[config.mk]
export PLATFORM = sky130hd
export DESIGN_NAME = ibram_port_arbiter
export DESIGN_NICKNAME = d
export VERILOG_FILES = /design/src/rtl/ibram_pkg.sv /design/src/rtl/ibram_port_arbiter.sv
export SDC_FILE = /design/constraint.sdc
export NUM_CORES = 1
export LEC_CHECK = 0
export BUFFER_PORTS_ARGS = -buffer_cell sky130_fd_sc_hd__buf_2
export CAP_MARGIN = 20
export CORE_MARGIN = 5
export CORE_UTILIZATION = 37
export CTS_CLUSTER_SIZE = 20
export DETAILED_ROUTE_END_ITERATION = 12
export GPL_TIMING_DRIVEN = 1
export PLACE_DENSITY = 0.87
export SETUP_SLACK_MARGIN = 0.02
export SLEW_MARGIN = 20
export SYNTH_ARGS = -nofsm -noshare
export SYNTH_HDL_FRONTEND = slang
export SYNTH_SLANG_ARGS = --single-unit
[constraint.sdc]
create_clock -name clk -period 1.4 [get_ports clk]
set_clock_uncertainty 0.15 [all_clocks]
set_input_delay 0.14 -clock clk [delete_from_list [all_inputs] [get_ports clk]]
set_output_delay 0.14 -clock clk [all_outputs]
set_load 0.005 [all_outputs]
[src/rtl/ibram_pkg.sv]
// ibram_pkg: shared types and helpers for the instruction-RAM port arbiter.
//   state_t    - loader RMW sequencer states
//   merge_half - insert a 32-bit loader beat into one half of a 64-bit word
package ibram_pkg;

  typedef enum logic [1:0] {
    IDLE    = 2'd0,
    RD_REQ  = 2'd1,
    RD_WAIT = 2'd2
  } state_t;

  // sel=0 replaces [31:0], sel=1 replaces [63:32]
  function automatic logic [63:0] merge_half(input logic [63:0] old64,
                                             input logic [31:0] data32,
                                             input logic        sel);
    merge_half = sel ? {data32, old64[31:0]} : {old64[63:32], data32};
  endfunction

endpackage

[src/rtl/ibram_port_arbiter.sv]
// ibram_port_arbiter: shares the single read port of the 64-bit instruction
// RAM between instruction fetch and a 32-bit loader/debug write stream.
// Loader beats are applied as read-modify-write sequences (IDLE -> RD_REQ ->
// RD_WAIT), since the RAM has no byte/half enables.
//
// Ports:
//   clk, rst_n          clock, asynchronous active-low reset
//   fetch_req_i/addr_i  fetch read request (must be held until granted)
//   fetch_gnt_o         fetch read issued this cycle (combinational)
//   fetch_rvalid_o      fetch data valid, one cycle after grant
//   fetch_rdata_o       fetch read data
//   ld_valid_i/ready_o  loader beat handshake
//   ld_addr_i, ld_data_i loader 32-bit word index (bit0 = half) and data
//   ram_rd_*            RAM read port (registered data, 1-cycle latency)
//   ram_wr_*            RAM write port
//
// Optional build macro IBRAM_WR_FWD_EN: when defined, a fetch granted in the
// same cycle as a write to the same word returns the newly written data
// instead of the RAM's read-before-write old data.
module ibram_port_arbiter
  import ibram_pkg::*;
#(
  parameter int unsigned SIZE       = 8192,
  parameter int unsigned STARVE_MAX = 8,
  localparam int unsigned AW        = $clog2(SIZE) - 3
) (
  input  logic          clk,
  input  logic          rst_n,
  input  logic          fetch_req_i,
  input  logic [AW-1:0] fetch_addr_i,
  output logic          fetch_gnt_o,
  output logic          fetch_rvalid_o,
  output logic [63:0]   fetch_rdata_o,
  input  logic          ld_valid_i,
  output logic          ld_ready_o,
  input  logic [AW:0]   ld_addr_i,
  input  logic [31:0]   ld_data_i,
  output logic          ram_rd_en_o,
  output logic [AW-1:0] ram_rd_addr_o,
  input  logic [63:0]   ram_rd_data_i,
  output logic          ram_wr_en_o,
  output logic [AW-1:0] ram_wr_addr_o,
  output logic [63:0]   ram_wr_data_o
);

  localparam int unsigned CW = $clog2(STARVE_MAX + 1);
  localparam logic [CW-1:0] STARVE_LIM = CW'(STARVE_MAX);

  state_t        state;
  logic [CW-1:0] starve_cnt;
  logic [AW:0]   held_addr;
  logic [31:0]   held_data;
  logic          ld_rd;

  // Loader takes the read port in RD_REQ unless fetch still has credit left.
  always_comb begin
    ld_rd = (state == RD_REQ) && !(fetch_req_i && (starve_cnt < STARVE_LIM));
  end

  always_comb begin
    fetch_gnt_o   = fetch_req_i & ~ld_rd;
    ram_rd_en_o   = fetch_gnt_o | ld_rd;
    ram_rd_addr_o = ld_rd ? held_addr[AW:1] : fetch_addr_i;
    ram_wr_en_o   = (state == RD_WAIT);
    ram_wr_addr_o = held_addr[AW:1];
    ram_wr_data_o = merge_half(ram_rd_data_i, held_data, held_addr[0]);
  end

  always_ff @(posedge clk or negedge rst_n) begin
    if (!rst_n) begin
      state          <= IDLE;
      starve_cnt     <= '0;
      fetch_rvalid_o <= 1'b0;
      ld_ready_o     <= 1'b1;
      held_addr      <= '0;
      held_data      <= '0;
    end else begin
      fetch_rvalid_o <= fetch_gnt_o;
      case (state)
        IDLE: begin
          if (ld_valid_i) begin
            held_addr  <= ld_addr_i;
            held_data  <= ld_data_i;
            starve_cnt <= '0;
            ld_ready_o <= 1'b0;
            state      <= RD_REQ;
          end
        end
        RD_REQ: begin
          if (ld_rd) begin
            starve_cnt <= '0;
            state      <= RD_WAIT;
          end else begin
            starve_cnt <= starve_cnt + CW'(1);
          end
        end
        RD_WAIT: begin
          ld_ready_o <= 1'b1;
          state      <= IDLE;
        end
        default: begin
          ld_ready_o <= 1'b1;
          state      <= IDLE;
        end
      endcase
    end
  end

`ifdef IBRAM_WR_FWD_EN
  logic        fwd_hit;
  logic [63:0] fwd_data;

  always_ff @(posedge clk or negedge rst_n) begin
    if (!rst_n) begin
      fwd_hit  <= 1'b0;
      fwd_data <= '0;
    end else begin
      fwd_hit  <= fetch_gnt_o & ram_wr_en_o & (fetch_addr_i == ram_wr_addr_o);
      fwd_data <= ram_wr_data_o;
    end
  end

  always_comb begin
    fetch_rdata_o = fwd_hit ? fwd_data : ram_rd_data_i;
  end
`else
  always_comb begin
    fetch_rdata_o = ram_rd_data_i;
  end
`endif

endmodule

==> results of run 1 <==
## report_power, final
group	leakage, nW	internal [W]	switching, W	total [W]
logic	2.41	0.00434	0.00230	0.00664
registers	0.602	0.00208	0.000543	0.00262
clock network	0.0612	0.000579	0.000505	0.00108
total	3.08	0.00699	0.00335	0.0103
## final cells by class
class | count | area [µm²]
well taps | 133 | 166
fillers | 746 | 3710
clock buffers | 6 | 82.6
multi-input cells | 141 | 1760
clock inverters | 2 | 35.0
flip-flops and latches | 51 | 1280
repair buffers | 359 | 2650
## synth_stat cells (all sizes together)
| library cell | number | share of area, % |
|---|---|---|
| dfstp | 1 | 0.72 |
| ha | 1 | 0.34 |
| nand2b | 1 | 0.17 |
| mux2 | 117 | 41 |
| a22o | 1 | 0.24 |
| dfrtp | 50 | 34 |
| and4bb | 1 | 0.34 |
| o21ai | 2 | 0.28 |
| o21bai | 1 | 0.21 |
| nand3 | 2 | 0.28 |
| or2b | 1 | 0.21 |
| nor2 | 3 | 0.52 |
| or2 | 1 | 0.17 |
| nand3b | 3 | 0.62 |
| nor2b | 1 | 0.17 |
| and2b | 2 | 0.45 |
| nor3b | 1 | 0.34 |
| buf | 87 | 19 |
| nand2 | 3 | 0.31 |
## cell usage in the layout, fill, tap and decap left out, types with 2 or more instances in the layout
cell type	count
sky130_fd_sc_hd__buf_12	14
sky130_fd_sc_hd__nand3_1	2
sky130_fd_sc_hd__buf_16	7
sky130_fd_sc_hd__nand3b_1	3
sky130_fd_sc_hd__dfrtp_1	48
sky130_fd_sc_hd__nor2_4	2
sky130_fd_sc_hd__buf_4	6
sky130_fd_sc_hd__dlygate4sd3_1	45
sky130_fd_sc_hd__clkbuf_8	6
sky130_fd_sc_hd__dfrtp_2	2
sky130_fd_sc_hd__mux2_2	55
sky130_fd_sc_hd__buf_2	252
sky130_fd_sc_hd__mux2_4	62
sky130_fd_sc_hd__buf_6	31
sky130_fd_sc_hd__nand2_1	3
sky130_fd_sc_hd__buf_8	3
## flip-flops by register name (all words and copies together) (netlist names)
name,count
held_data,32
state,2
starve_cnt,4
held_addr,11
ld_ready_o,1
fetch_rvalid_o,1
## worst min-delay path, delay by kind of cell
kind          cells  cell delay (ns)
buf+inv           2             0.21
simple gates      1             0.15
## worst max path at each step
stage,to,slack [ns]
final,ram_rd_addr_o[9],-0.53
after global routing,ram_rd_addr_o[9],-0.59
after CTS,ram_rd_addr_o[0],-0.54
after detailed placement,held_data[7]$_DFFE_PN0P_,-0.24
after global placement,held_data[7]$_DFFE_PN0P_,-0.19
after floorplan,held_addr[0]$_DFFE_PN0P_,-0.09
## cells by family after synthesis
kind of cell	synth area share (%)
AOI/OAI and AO/OA	0.724
adders and majority gates	0.345
buffers and inverters	19.1
DFF	35.2
muxes	41.1
and+or+nand+nor	3.59
## through the flow
stage / total power [W] / hold slack (ns)
after detailed placement: 0.00705 / 0.00149
after global routing: 0.0109 / 0.0843
after global placement: 0.00687 / -0.00358
final: 0.0103 / 0.0828
after floorplan: 0.00551 / -0.306
after CTS: 0.0101 / 0.0724
## per-layer routing
metal  part of all wire, %  wire length, µm  global-route usage, %  vias to the layer above
met5                     0                0                      0                        -
met4                   2.4              324                   6.31                        0
met3                   6.1              828                   3.79                       21
met2                    55             7540                   41.5                      169
met1                    36             4980                   21.3                     1598
li1                      -                -                      -                     1460
## timing repair
item	in CTS	in global routing
cloned	14	1
hold endpoints to repair	96	0
endpoints found under the setup margin	121	126
gates resized for setup	48	45
hold buffers	45	0
pin swaps	5	8
setup buffers	20	8
==> summary.md, run 1 <==
The critical path is of the reg2out type. Ratio of total power to cell area: 1730 mW/mm². Total nets after synthesis: 401.

Port buffering added 273 buffers. For this run, the detailed router's first-pass iteration total came to 4. The tools report the final count of negative-setup-slack endpoints as 124. During synthesis, Yosys emitted a total of 0 warnings. The layout cell share with drive strength beyond 1 is 80.9%, and the critical path data arrival time is 1.64 ns. For the number of standard cells after synthesis, the log shows 279. In this run the number of cells on the critical path is 5. Setup slack on the worst reg-to-reg path comes out at -0.41 ns. The run gives 36 as the floorplan row count. The first global-routing pass estimated 18700 µm of wire. After layout, the worst path uses 138% of the clock period. Counting along the longest clock path gives a buffer depth of 2.

After detailed routing, the total wire length is 13700 µm. The area added between synthesis and finish came out at 64.6%. Kind of end point of the critical path: an output pin. Count of H-tree levels built during CTS: 2.

The worst register-to-register path begins at state[0]$_DFFE_PN0P_. The congestion estimate from routability-driven global placement came to 0.783. Once detailed placement completed, the half-perimeter wirelength came to 8210 µm. The instance count along the most critical hold path was 3. The total routing resource utilization after global routing was 20.7%; the number of sinks handled by clock tree synthesis was 51. The flow ran to the end, but the final reports show violations. The buffers plus inverters on the worst setup path was 2. The overall die width is 109 µm.

The number of antenna diodes was 0; the worst setup timing slack at the placement stage was -0.239 ns. The highest cell delay on the worst timing path was 0.42 ns; the max-capacitance violation count was 0. The launching element of the worst setup path was state[1]$_DFFE_PN0P_.

The via count of the first global-routing pass is 3610, and the total of flip-flops plus latches after synthesis is 51. The tools report the top achievable clock speed as 0.518 GHz. Mean number of vias per cell: 4.69.

The leakage power is 3.08 nW. The floorplan step set the die height to 109 µm. The checks that failed: setup timing. The tools report the worst max-slew margin expressed relative to the limit as 81.3%. The total negative slack was -49.17 ns; the CTS buffer count was 5. The count of distinct cell types in the synthesized netlist is 25, and the clock insertion delay at the later pin of the skew report is 0.31 ns.

The tools report the total count of max-transition violations in the final report as 0. In this run the cell area of the synthesized design comes to 0.00363 mm². Endpoint of the worst-slack reg-to-reg timing path: held_data[12]$_DFFE_PN0P_. Count of endpoints failing hold in the final timing report: 0.

The clock root buffer is sky130_fd_sc_hd__clkbuf_8. Setup repair after global routing could not meet its margin everywhere. The post-layout utilization of the core is 61.7%.

TritonCTS built the clock tree. Pin placement for this block handled 274 I/O pins. The required time at the worst-slack endpoint was 1.11 ns; the path depth of the worst reg2reg path was 6. The run gives 3248 as the via count. Grouping stages by cell kind, the critical path spends the most delay in flip-flops. For this run, the register share of the synthesized area comes to 35.2%.

The worst ir drop on vdd came out at 0.000808 V. The startpoint of the worst hold path is fetch_req_i. Excluding fillers, the count of instances in the completed layout stands at 692. The clock period minus final worst setup slack is 1.93 ns. The floorplan step defined a die boundary enclosing 0.0119 mm². The number of nets with antenna violations after detailed routing is 0. After detailed routing, the number of remaining DRC violations is 0.

The run gives 680 as the number of nets in the finished design. Along the worst path, the maximum fanout reaches 10. The number of placed instances, taps included, is 609. After detailed routing, the average wire length per cell comes to 19.8 µm. The mean area per synthesized cell is 13.0 µm², and the worst path setup slack after routing is -0.531 ns.

Entering global routing, the biggest net connects 52 pins. The placed instances occupy a cell area of 0.00463 mm². In this run the worst hold path is classified as in2reg. For hold timing, the worst endpoint is fetch_rvalid_o$_DFF_PN0_. The number of antenna violations at the first check in global routing was 0; the effective utilization at floorplan was 37.5%.

For the floorplan core area, the log shows 0.00968 mm². For this block, the initial DRC count from the detailed router was 81. The signal on the critical path passes through nand2b_4, nor2_4, buf_12, mux2_2, buf_2.

The startpoint kind of the worst setup timing path was a register. The aggregate global routing overflow was 0. The final design area excluding fillers came out at 0.00597 mm².

The clock-pin slew on the worst setup and hold paths works out to 0.10 ns. Among all stages on the critical path, the largest delay is contributed by sky130_fd_sc_hd__dfrtp_1. At the pin with the least slew margin, the transition time is 0.281 ns.
Power figures use the tool's default switching activity.
==> run 2, diff against run 1 <==
--- a/config.mk
+++ b/config.mk
@@ -15,4 +15,5 @@
 export PLACE_DENSITY = 0.87
 export SETUP_SLACK_MARGIN = 0.02
+export SKIP_LAST_GASP = 1
 export SLEW_MARGIN = 20
 export SYNTH_ARGS = -nofsm -noshare
==> constraint.sdc (replaced) <==
create_clock -name clk -period 1.4 [get_ports clk]
set_clock_uncertainty 0.15 [all_clocks]
set_input_delay 0.42 -clock clk [delete_from_list [all_inputs] [get_ports clk]]
set_output_delay 0.42 -clock clk [all_outputs]
set_load 0.005 [all_outputs]
==> run 2 against run 1 <==
Against the previous run: the run still ends with setup timing left; setup slack worse by 0.24 ns; sequential share of layout area is 0.89 points higher; first-iteration DRC count is 9.9% higher; global-route usage is 1.9 points lower; hold slack better by 0.11 ns; register-to-register slack better by 0.02 ns; critical path type unchanged; highest routed layer unchanged.
==> summary.md, run 2 (synthesis gave the netlist of run 1 again) <==
The buffers plus inverters on the worst setup path works out to 2. TritonCTS built the clock tree. The sequential cells in the finished layout cover a total of 0.00128 mm². For the worst-skew pair, the clock arrives at the later sink with an insertion delay of 0.30 ns. In this run the worst path has a maximum fanout of 10.

Counting I/O delays and the setup requirement, the final critical path takes 2.17 ns. Summed over all layers, the global routing overflow is 0. Wires add up to 12100 µm. The design draws 0.0102 W. The count of buffers added on input and output ports is 273. Fill cells in the final layout number 763. Before CTS, the worst setup slack after placement is -0.615 ns. The tools report the maximum clock path buffer count as 2. held_data holds more flip-flops than any other register.

The layout cell share with drive strength beyond 1 was 87.5%; the share of total power consumed by net switching was 32.0%. The analysis attributes to cell leakage a power of 3.14 nW. The worst hold path belongs to the class in2reg. Worst-margin pin slew: 0.338 ns. The slowest stage of the critical path is the sky130_fd_sc_hd__dfrtp_1 cell. The tools report the kind of end point of the critical path as an output pin. The logs give 0 for the count of endpoints failing hold in the final timing report and 3395 for the via count of the first global-routing pass. Measured along the x axis, the die boundary spans 109 µm.

The worst reg-to-reg setup slack came out at -0.39 ns. The gate family responsible for the most delay along the worst path is flip-flops. 274 I/O pins were placed. The total die area was 0.0119 mm². Setup repair after global routing could not meet its margin everywhere. The run finished, with violations left. At the worst endpoint, the required time is 0.83 ns. Once detailed placement completed, the half-perimeter wirelength came to 8800 µm.

Setup violations remaining at the end of the flow were counted as 135. The run gives 0.00194 mm² as the multi-input gate area in the final layout. The endpoint of the worst-slack reg-to-reg timing path was held_data[11]$_DFFE_PN0P_. The floorplan has 36 rows. The initial utilization of the core area, before any placement, comes to 37.5%. Of the total power, combinational logic draws 65.6%. The weighted congestion reported at the end of routability-driven placement is 0.832.

The type of the worst setup path was reg2out. The worst path setup slack after routing is -0.772 ns, and the worst ir drop on vdd is 0.000779 V. Across every metal layer, demand over resource in global routing totals 18.8%.

For hold timing, the worst endpoint is held_addr[1]$_DFFE_PN0P_. The fraction of power consumed by the clock network is 8.4%. The area added between synthesis and finish came out at 58.3%.

The first detailed-routing pass took 4 iterations. CTS saw 51 sinks. In this run the critical register-to-register path is launched from state[0]$_DFFE_PN0P_. CTS built an H-tree with a depth of 2.

The via count was 3049; the maximum number of pins on one net before global-route repair was 27. The post-route non-filler standard cell count was 661. DRC marker count from the first detailed-route iteration: 89.

The run gives 25.9% as the power share of the sequential group. In this run, CTS created clock tree buffers numbering 5. Leaving out fill and tap cells, the most frequent cells in the layout are 244 x sky130_fd_sc_hd__buf_2, 115 x sky130_fd_sc_hd__mux2_4, 48 x sky130_fd_sc_hd__dfrtp_1, 37 x sky130_fd_sc_hd__buf_6, 28 x sky130_fd_sc_hd__buf_4. Traced cell by cell, the critical path runs through and2b_1, nor2_4, buf_12, mux2_2, buf_2. The register with the most flip-flops in the layout has 32 of them. The tools report the clock root buffer as sky130_fd_sc_hd__clkbuf_8. Clock-pin slew was measured on the worst setup and hold paths at 0.10 ns.

After detailed routing, the average wire length per cell comes to 18.3 µm. Data on the critical path arrives at its endpoint at 1.60 ns. STA classifies the critical path startpoint as a register. For the number of nets in the finished design, the log shows 649. For this run, design rule violations remaining after detail routing come to 0. The max-capacitance violation count is 0, and the number of nets with antenna violations after detailed routing is 0.

The final reports fail on setup timing. In this run the vertical extent of the chip is 109 µm. The number of placed instances, taps included, is 625. The worst register-to-register path has a depth of 6. The number of antenna violations at the first check in global routing is 0, and the worst max-slew margin expressed relative to the limit is 77.5%. The startpoint of the worst hold path is ld_addr_i[1].

For this design the total switching power over the nets is 0.00327 W. The largest registers in the layout are held_data (32), held_addr (11), starve_cnt (4). The core region is 0.00968 mm². Counting instances, the worst hold path has a depth of 2. The number of antenna diodes is 0, and the mean number of vias per cell is 4.61. The first global-routing pass estimated 17400 µm of wire.

The most common library cell in the layout ignoring fill and taps was sky130_fd_sc_hd__buf_2. The run gives 0.00695 W as the cell-internal power. Dividing the final minimum period by the clock period gives 155%. For this run, the slowest stage of the critical path takes 0.35 ns. In this run the power density over the cells is 1780 mW/mm². For the total count of max-transition violations in the final report, the log shows 0. For this run, the top clock speed supported by timing is 0.460 GHz.
==> run 2: worst max-delay path by stage <==
stage / start / to / slack [ns] / cells past startpoint
floorplan: fetch_req_i / ram_rd_addr_o[1] / -0.34 / 4
global placement: fetch_req_i / ram_rd_addr_o[0] / -0.61 / 6
detailed placement: fetch_req_i / ram_rd_addr_o[0] / -0.61 / 6
CTS: starve_cnt[3]$_DFFE_PN0P_ / ram_rd_addr_o[0] / -0.79 / 5
global route: state[1]$_DFFE_PN0P_ / ram_rd_addr_o[0] / -0.83 / 5
finish: starve_cnt[3]$_DFFE_PN0P_ / ram_rd_addr_o[0] / -0.77 / 5
==> run 2: timing repair <==
action                                 in CTS  in global routing
endpoints found under the hold margin      50                  0
setup endpoints to repair                 133                138
setup buffers                              15                  9
resized for setup                          44                 12
gates cloned                                8                  1
pin swaps                                   2                  3
hold buffers                                1                  0
==> run 2: metrics by stage <==
stage	utilization [%]	cell area, µm²	hold slack (ns)	setup TNS [ns]
global route	59.3	5750	0.177	-74.67
floorplan	-	3960	-0.0256	-16.04
global placement	51.8	5010	0.287	-37.56
finish	59.3	5750	0.190	-67.98
CTS	58.7	5680	0.182	-79.95
detailed placement	51.8	5010	0.293	-39.75
==> run 2: metal layers <==
layer	track usage, %	vias to the layer above	part of all wire (%)
met3	4.20	26	7.6
met2	37.1	158	55
met1	19.4	1467	35
met4	5.77	0	2.5
li1	-	1398	-
met5	0	-	0
==> run 2: power by group through the flow <==
stage / logic (W) / registers (W) / clock network, W
after detailed placement: 0.00532 / 0.00264 / 0
after floorplan: 0.00398 / 0.00246 / 0
after global placement: 0.00519 / 0.00259 / 0
final: 0.00671 / 0.00265 / 0.000864
after global routing: 0.00709 / 0.00273 / 0.000931
after CTS: 0.00662 / 0.00266 / 0.000884
==> run 2: layout make-up <==
| class | count | share of cell area (%) |
|---|---|---|
| clock inverter | 2 | 0.218 |
| timing repair buffer | 328 | 39.5 |
| multi-input combinational | 141 | 33.8 |
| sequential | 51 | 22.3 |
| clock buffer | 6 | 1.26 |
| tap | 133 | 2.90 |
